==> config.mk <==
export PLATFORM = sky130hd
export DESIGN_NAME = lag_pl_credit_free_pool_flat
export DESIGN_NICKNAME = d
export VERILOG_FILES = /design/src/rtl/lag_pl_credit_free_pool_if.sv /design/src/rtl/lag_pl_credit_free_pool.sv /design/src/flat_wrapper.sv
export SDC_FILE = /design/constraint.sdc
export NUM_CORES = 1
export LEC_CHECK = 0
export BUFFER_PORTS_ARGS = -buffer_cell sky130_fd_sc_hd__clkbuf_2
export CAP_MARGIN = 5
export CORE_MARGIN = 5
export CORE_UTILIZATION = 35
export DETAILED_ROUTE_END_ITERATION = 8
export HOLD_SLACK_MARGIN = 0.08
export PLACE_DENSITY = 0.68
export SLEW_MARGIN = 15
export SYNTH_ARGS = -nofsm -noshare
export SYNTH_HDL_FRONTEND = slang
export SYNTH_SLANG_ARGS = --single-unit
==> constraint.sdc <==
create_clock -name clk -period 3.43 [get_ports clk]
set_input_delay 0.686 -clock clk [delete_from_list [all_inputs] [get_ports clk]]
set_output_delay 0.686 -clock clk [all_outputs]
set_load 0.02 [all_outputs]
==> src/rtl/lag_pl_credit_free_pool_if.sv <==
// Link/allocator-facing bundle of the per-port PL free pool.
// master: output-port link and PL allocator; slave: the free pool itself.
interface lag_pl_credit_free_pool_if #(
  parameter int NUM_PLS_GLOBAL = 4
);
  localparam int CNT_W = $clog2(NUM_PLS_GLOBAL + 1);

  logic [NUM_PLS_GLOBAL-1:0] flit_valid;
  logic [NUM_PLS_GLOBAL-1:0] flit_tail;
  logic [NUM_PLS_GLOBAL-1:0] credit_return;
  logic [NUM_PLS_GLOBAL-1:0] pl_allocated;
  logic [NUM_PLS_GLOBAL-1:0] pl_alloc_status;
  logic [NUM_PLS_GLOBAL-1:0] pl_credit_avail;
  logic [NUM_PLS_GLOBAL-1:0] pl_empty;
  logic [CNT_W-1:0]          free_count;
  logic                      error;

  modport master (
    output flit_valid, flit_tail, credit_return, pl_allocated,
    input  pl_alloc_status, pl_credit_avail, pl_empty, free_count, error
  );

  modport slave (
    input  flit_valid, flit_tail, credit_return, pl_allocated,
    output pl_alloc_status, pl_credit_avail, pl_empty, free_count, error
  );
endinterface

==> src/rtl/lag_pl_credit_free_pool.sv <==
// Per-output-port packet-lane free pool with downstream credit tracking.
// Offers free PLs either all at once or oldest-first from a circular id queue.
module lag_pl_credit_free_pool #(
  parameter int NUM_PLS_GLOBAL   = 4,
  parameter int NUM_PLS_LOCAL    = 4,
  parameter int BUF_DEPTH        = 4,
  parameter int FIFO_MODE        = 0,
  parameter int ALLOC_WHEN_EMPTY = 0
) (
  input logic                  clk,
  input logic                  rst_n,
  lag_pl_credit_free_pool_if.slave bus
);

  localparam int N  = NUM_PLS_GLOBAL;
  localparam int CW = $clog2(BUF_DEPTH + 1);
  localparam int IW = (N > 1) ? $clog2(N) : 1;
  localparam int FW = $clog2(N + 1);

  localparam logic [CW-1:0] FULL_CRED  = CW'(BUF_DEPTH);
  localparam logic [N-1:0]  LOCAL_MASK = N'((64'd1 << NUM_PLS_LOCAL) - 64'd1);

  logic [CW-1:0] credit_q [N];
  logic [CW-1:0] credit_d [N];
  logic [N-1:0]  free_q, free_d;
  logic          error_q, error_d;
  logic [IW-1:0] queue_q [N];
  logic [IW-1:0] queue_d [N];
  logic [IW-1:0] head_q, head_d;
  logic [IW-1:0] tail_q, tail_d;
  logic [FW-1:0] count_q, count_d;

  logic [N-1:0]  credit_avail, empty;
  logic [N-1:0]  fifo_offer, unr_offer, offer;
  logic [FW-1:0] free_pop;
  logic [IW-1:0] head_id;

  function automatic logic [IW-1:0] ptr_inc(input logic [IW-1:0] p);
    if (p == IW'(N - 1)) return '0;
    return p + IW'(1);
  endfunction

  // Offer and status outputs, purely from registered state.
  always_comb begin
    credit_avail = '0;
    empty        = '0;
    free_pop     = '0;
    for (int i = 0; i < N; i++) begin
      credit_avail[i] = (credit_q[i] != '0);
      empty[i]        = (credit_q[i] == FULL_CRED);
      free_pop        = free_pop + FW'(free_q[i]);
    end
    head_id    = queue_q[head_q];
    fifo_offer = '0;
    if (count_q != '0 && (ALLOC_WHEN_EMPTY == 0 || empty[head_id])) begin
      fifo_offer[head_id] = 1'b1;
    end
    unr_offer = free_q & ((ALLOC_WHEN_EMPTY != 0) ? empty : '1);
    offer     = (FIFO_MODE != 0) ? fifo_offer : unr_offer;
  end

  assign bus.pl_alloc_status = offer;
  assign bus.pl_credit_avail = credit_avail;
  assign bus.pl_empty        = empty;
  assign bus.free_count      = (FIFO_MODE != 0) ? count_q : free_pop;
  assign bus.error           = error_q;

  logic [N-1:0]  tail_ev, local_tails;
  logic          err, pop, push;
  logic [IW-1:0] push_id;
  logic [FW-1:0] count_after_pop;

  // Next-state: credits, free flags, queue pointers and protocol checks.
  always_comb begin
    err     = 1'b0;
    tail_ev = bus.flit_valid & bus.flit_tail;
    free_d  = free_q;
    head_d  = head_q;
    tail_d  = tail_q;
    count_d = count_q;
    for (int i = 0; i < N; i++) begin
      queue_d[i]  = queue_q[i];
      credit_d[i] = credit_q[i];
    end

    // Non-local PLs must stay silent; their state is never touched.
    if (((bus.flit_valid | bus.credit_return | bus.pl_allocated) & ~LOCAL_MASK) != '0) begin
      err = 1'b1;
    end

    for (int i = 0; i < N; i++) begin
      if (i < NUM_PLS_LOCAL) begin
        if (bus.flit_valid[i] && !bus.credit_return[i]) begin
          if (credit_q[i] == '0) err = 1'b1;
          else credit_d[i] = credit_q[i] - CW'(1);
        end else if (bus.credit_return[i] && !bus.flit_valid[i]) begin
          if (credit_q[i] == FULL_CRED) err = 1'b1;
          else credit_d[i] = credit_q[i] + CW'(1);
        end
        // Tail beats a same-cycle allocation (single-flit packet).
        if (tail_ev[i]) begin
          if (free_q[i] && !bus.pl_allocated[i]) err = 1'b1;
          free_d[i] = 1'b1;
        end else if (bus.pl_allocated[i]) begin
          free_d[i] = 1'b0;
        end
      end
    end

    local_tails     = tail_ev & LOCAL_MASK;
    pop             = 1'b0;
    push            = 1'b0;
    push_id         = '0;
    count_after_pop = count_q;

    if (FIFO_MODE == 0) begin
      if ((bus.pl_allocated & ~offer & LOCAL_MASK) != '0) err = 1'b1;
    end else begin
      if (bus.pl_allocated != '0) begin
        if (bus.pl_allocated == offer) pop = 1'b1;
        else err = 1'b1;
      end
      if ((local_tails & (local_tails - N'(1))) != '0) err = 1'b1;
      for (int i = N - 1; i >= 0; i--) begin
        if (local_tails[i]) push_id = IW'(i);
      end
      push = (local_tails != '0);

      // Pop first so a re-queued single-flit PL lands behind the others.
      if (pop) begin
        head_d          = ptr_inc(head_q);
        count_after_pop = count_q - FW'(1);
      end
      count_d = count_after_pop;
      if (push) begin
        if (count_after_pop == FW'(N)) begin
          err = 1'b1;
        end else begin
          queue_d[tail_q] = push_id;
          tail_d          = ptr_inc(tail_q);
          count_d         = count_after_pop + FW'(1);
        end
      end
    end

    error_d = error_q | err;
  end

  // State registers with synchronous active-low reset.
  always_ff @(posedge clk) begin
    if (!rst_n) begin
      for (int i = 0; i < N; i++) begin
        credit_q[i] <= (i < NUM_PLS_LOCAL) ? FULL_CRED : '0;
        queue_q[i]  <= IW'(i);
      end
      free_q  <= LOCAL_MASK;
      error_q <= 1'b0;
      head_q  <= '0;
      tail_q  <= IW'(NUM_PLS_LOCAL % N);
      count_q <= FW'(NUM_PLS_LOCAL);
    end else begin
      for (int i = 0; i < N; i++) begin
        credit_q[i] <= credit_d[i];
        queue_q[i]  <= queue_d[i];
      end
      free_q  <= free_d;
      error_q <= error_d;
      head_q  <= head_d;
      tail_q  <= tail_d;
      count_q <= count_d;
    end
  end

endmodule

==> src/flat_wrapper.sv <==
// flat-port wrapper written by rule: the top's interface ports become plain ports
module lag_pl_credit_free_pool_flat 
#(
  parameter int NUM_PLS_GLOBAL   = 4,
  parameter int NUM_PLS_LOCAL    = 4,
  parameter int BUF_DEPTH        = 4,
  parameter int FIFO_MODE        = 0,
  parameter int ALLOC_WHEN_EMPTY = 0
)
  (clk, rst_n, bus_flit_valid, bus_flit_tail, bus_credit_return, bus_pl_allocated, bus_pl_alloc_status, bus_pl_credit_avail, bus_pl_empty, bus_free_count, bus_error);
  lag_pl_credit_free_pool_if #(.NUM_PLS_GLOBAL(NUM_PLS_GLOBAL)) bus_i ();
  input logic clk;
  input logic rst_n;
  input wire logic [$bits(bus_i.flit_valid)-1:0] bus_flit_valid;
  input wire logic [$bits(bus_i.flit_tail)-1:0] bus_flit_tail;
  input wire logic [$bits(bus_i.credit_return)-1:0] bus_credit_return;
  input wire logic [$bits(bus_i.pl_allocated)-1:0] bus_pl_allocated;
  output wire logic [$bits(bus_i.pl_alloc_status)-1:0] bus_pl_alloc_status;
  output wire logic [$bits(bus_i.pl_credit_avail)-1:0] bus_pl_credit_avail;
  output wire logic [$bits(bus_i.pl_empty)-1:0] bus_pl_empty;
  output wire logic [$bits(bus_i.free_count)-1:0] bus_free_count;
  output wire logic [$bits(bus_i.error)-1:0] bus_error;
  assign bus_i.flit_valid = bus_flit_valid;
  assign bus_i.flit_tail = bus_flit_tail;
  assign bus_i.credit_return = bus_credit_return;
  assign bus_i.pl_allocated = bus_pl_allocated;
  assign bus_pl_alloc_status = bus_i.pl_alloc_status;
  assign bus_pl_credit_avail = bus_i.pl_credit_avail;
  assign bus_pl_empty = bus_i.pl_empty;
  assign bus_free_count = bus_i.free_count;
  assign bus_error = bus_i.error;
  lag_pl_credit_free_pool #(.NUM_PLS_GLOBAL(NUM_PLS_GLOBAL), .NUM_PLS_LOCAL(NUM_PLS_LOCAL), .BUF_DEPTH(BUF_DEPTH), .FIFO_MODE(FIFO_MODE), .ALLOC_WHEN_EMPTY(ALLOC_WHEN_EMPTY)) u_core (.clk(clk), .rst_n(rst_n), .bus(bus_i));
endmodule
==> summary.md <==
| Metric | Value |
|---|---|
| Via count of the first global-routing pass | approximately 1100 |
| Insertion delay of the later-clocked pin in the worst-skew pair | 0.30 ns |
| Yosys synthesis warning count | 0 |
| Run status | complete, no violations |
| Highest attainable clock frequency | between 0.4 and 0.5 GHz |
| DRC violation count after routing | 0 |
| Met2 capacity usage during global routing | 20.7% |
| Flops & latches, synth | 17 |
| TNS Setup | 0 ns |
| Destination of the worst hold path | u_core.credit_q[2][0]$_SDFFE_PN0P_ |
| Top Ports | 34 |
| Remaining global-route overflow | 0 |
| Synth cell types | 34 |
| CTS sink count | 17 |
| Count of nets after finishing | ~220 |
| Detailed placement HPWL | between 2000 and 2500 um |
| GR peak layer | met2 |
| GR Util met1 | around 15% |
| Detailed-routing iteration count for the pre-antenna-repair pass | 4 |
| Antenna diode instance count | 0 |
| Data arrival time of the worst path | 1.77 ns |
| Critical path data required time | 2.74 ns |
| Transition time of the tightest slew-check pin | 0.371 ns |
| Destination of the worst register-to-register timing path | u_core.credit_q[3][2]$_SDFFE_PN1P_ |
| Power per cell area | 388 mW/mm2 |
| Critical setup path kind | reg -> out |
| Number of DRC markers in iteration 0 | 43 |
| Post-Synthesis Cells | 149 |
| Site Rows | 21 |
| Vias post-DR | ~1100 |
| Startpoint of the most critical register-to-register path | u_core.credit_q[3][0]$_SDFFE_PN0P_ |
| Post-synthesis to final-layout area growth | 20.5% |
| Antenna violations before repair | 0 |
| Wirelength, routed | 2580 um |
| Effective utilization at floorplan | a little over a third |
| Maximum clock path buffer count | 2 |
| Synthesized Nets | 180 |
| Final estimated routing congestion in global placement | 0.868 |
| Placeable Area | 0.00334 mm2 |
| Root buf cell | sky130_fd_sc_hd__clkbuf_4 |
| Combined global-route utilization of all metal layers | 12.4% |
| Mapped Avg Cell Area | 8.06 um2 |
| Slack of the worst reg-to-reg path | roughly 1.8 ns |
| Floorplan die area | 0.00470 mm2 |
| Max-cap violations | 0 |
| Number of failing setup endpoints in the final timing report | 0 |
| Max FO, Critical Path | 4 |
| Share of the cycle needed by the critical path after routing | 71.5% |
| Number of resized instances in the post-cts repair step | 0 |
| Worst hold margin | 0.533 ns |
| DRT antenna net count | 0 |
| Cell count of the worst reg-to-reg path | 6 |
| Slew Limit Headroom | 74.6% |
| Highest cell delay on the worst timing path | 0.37 ns |
| Global-route met3 utilization | 4.21% |
| Leakage dissipation | 0.644 nW |
| Crit start category | flop |
| Worst clock skew on the final layout | about 0.015 ns |
| Number of buffers added for setup after CTS | 0 |
| Number of max-slew violations in the final report | 0 |
| Most prevalent standard cell on the critical path | sky130_fd_sc_hd__ha_1 |
| Die X | between 60 and 70 um |
| Largest net degree at the start of global routing | 11 |
| Wire length of the first global-routing pass | between 4000 and 5000 um |
| Endpoint kind of the worst setup timing path | output port |
| Final total power | 0.561 mW |
| Final-layout fill cell count | about 360 |
| Endpoints failing hold | 0 |
| Hold Crit Class | reg -> reg |
| Maximum vdd ir drop | 327 uV |
| Fraction of final layout cells with drive strength greater than 1 | between 20% and 30% |
| Die extent in y | about 69 um |
| Final min period | 2.45 ns |
| Hold depth | 2 |
| Wire length per cell after detailed routing | between 10 and 15 um |
| Clock-pin transition on the worst setup and hold timing paths | around 0.12 ns |
| Slowest CP cell | sky130_fd_sc_hd__fa_1 |
| Number of H-tree branching levels | 1 |
| TritonCTS clock tree | yes |
| Total standard cell area after synthesis | approximately 0.0012 mm2 |
| Setup repair after global routing missed its margin | no |
| Critical-path cell list | ha_1 > fa_1 > ha_1 > clkbuf_2 |
| Final design area excluding fillers | roughly 0.0014 mm2 |
| Count of hold-fix buffers inserted at cts | 0 |
| Top library cells by usage in the layout, fill and taps aside | 33 x sky130_fd_sc_hd__clkbuf_2, 26 x sky130_fd_sc_hd__inv_1, 17 x sky130_fd_sc_hd__dfxtp_1 |
| Placed inst area | 0.00142 mm2 |
| Sequential fraction of the synthesis area | 28.3% |
| Number of buffers created by CTS | 3 |
| Most frequent standard cell in the layout excluding fill and tap cells | sky130_fd_sc_hd__clkbuf_2 |
| Number of buffers inserted by port buffering | 33 |
| Start point of the worst hold path | u_core.credit_q[2][0]$_SDFFE_PN0P_ |
| Drt via density | around 5 |
per-layer routing:
| layer | routed length [um] | vias up |
|---|---|---|
| met5 | 0 | - |
| met4 | 16 | 0 |
| met3 | 184 | 2 |
| met2 | 1210 | 32 |
| met1 | 1170 | 512 |
| li1 | - | 583 |
per-stage QoR:
step / worst slack, ns / cells / utilization, %
6_report: 0.978 / 231 / 43.4
5_1_grt: 0.882 / 231 / 43.4
4_1_cts: 0.949 / 231 / 43.4
3_5_place_dp: 1.15 / 227 / 42.6
3_3_place_gp: 1.19 / 227 / 42.6
2_1_floorplan: 1.26 / 149 / -
worst max path at each step:
stage                                                          start  slack (ns)                                 end  cells past startpoint
after floorplan           u_core.bus.pl_alloc_status[1]$_SDFFE_PP1P_        1.26                   bus_free_count[1]                      3
after global placement                          bus_credit_return[2]        1.19  u_core.credit_q[2][2]$_SDFFE_PN1P_                      9
after detailed placement                        bus_credit_return[2]        1.15  u_core.credit_q[2][2]$_SDFFE_PN1P_                      9
after CTS                 u_core.bus.pl_alloc_status[0]$_SDFFE_PP1P_        0.95                   bus_free_count[1]                      4
after global routing      u_core.bus.pl_alloc_status[0]$_SDFFE_PP1P_        0.88                   bus_free_count[1]                      4
final                     u_core.bus.pl_alloc_status[0]$_SDFFE_PP1P_        0.98                   bus_free_count[1]                      4
cell families (layout without fill, tap and decap cells):
kind of cell / Yosys count / count (layout) / synth area share (%)
AND/OR/NAND/NOR: 45 / 45 / 19.5
AO/OA/AOI/OAI: 41 / 41 / 23.1
buffers and inverters: 28 / 64 / 8.75
flip-flops: 17 / 17 / 28.3
adder cells (fa/ha/maj): 13 / 13 / 16.7
XOR/XNOR: 5 / 5 / 3.65
worst max-delay path: cells and delay by family, from the launching register on:
family,cells,cell delay (ns)
fa+ha+maj,3,0.97
flops,1,0.36
buf+inv,1,0.16
flip-flops by register name, indices dropped and copies added (netlist names):
| signal | count |
|---|---|
| u_core.credit_q | 12 |
| u_core.bus.error | 1 |
| u_core.bus.pl_alloc_status | 4 |
Yosys cell counts:
cell type	number	area, um2
sky130_fd_sc_hd__a2111o_1	1	11.3
sky130_fd_sc_hd__a2111oi_0	1	8.76
sky130_fd_sc_hd__a211oi_1	6	45.0
sky130_fd_sc_hd__a21oi_1	7	35.0
sky130_fd_sc_hd__a221o_1	1	10.0
sky130_fd_sc_hd__a221oi_1	3	26.3
sky130_fd_sc_hd__and3_1	1	6.26
sky130_fd_sc_hd__clkbuf_1	1	3.75
sky130_fd_sc_hd__clkinv_1	1	3.75
sky130_fd_sc_hd__dfxtp_1	17	340
sky130_fd_sc_hd__fa_1	5	100
sky130_fd_sc_hd__ha_1	8	100
sky130_fd_sc_hd__inv_1	26	97.6
sky130_fd_sc_hd__nand2_1	13	48.8
sky130_fd_sc_hd__nand2b_1	6	37.5
sky130_fd_sc_hd__nand3_1	3	15.0
sky130_fd_sc_hd__nand3b_1	3	22.5
sky130_fd_sc_hd__nand4b_1	1	8.76
sky130_fd_sc_hd__nor2_1	8	30.0
sky130_fd_sc_hd__nor2b_1	2	12.5
sky130_fd_sc_hd__nor3_1	4	20.0
sky130_fd_sc_hd__nor3b_2	1	12.5
sky130_fd_sc_hd__o2111ai_1	1	8.76
sky130_fd_sc_hd__o211ai_1	3	22.5
sky130_fd_sc_hd__o21ai_0	10	50.1
sky130_fd_sc_hd__o21ai_1	2	10.0
sky130_fd_sc_hd__o21bai_1	3	22.5
sky130_fd_sc_hd__o22ai_1	1	6.26
sky130_fd_sc_hd__o22ai_2	1	12.5
sky130_fd_sc_hd__o31a_1	1	8.76
sky130_fd_sc_hd__or2_2	2	12.5
sky130_fd_sc_hd__or2b_1	1	7.51
sky130_fd_sc_hd__xnor2_1	4	35.0
sky130_fd_sc_hd__xor2_1	1	8.76
final cells by class:
class	count	area (um2)	share of cell area, %
Timing Repair Buffer	33	165	11.4
Clock buffer	3	22.5	1.56
Multi-Input combinational cell	104	756	52.2
Tap cell	46	57.6	3.98
Clock inverter	1	5.00	0.346
Sequential cell	17	340	23.5
Inverter	27	101	7.00
power by group:
group          total, mW  internal [mW]  switching [mW]
sequential         0.244          0.218          0.0260
combinational      0.205         0.0836           0.121
clock              0.113         0.0434          0.0694
(Power assumes the default switching activity.)
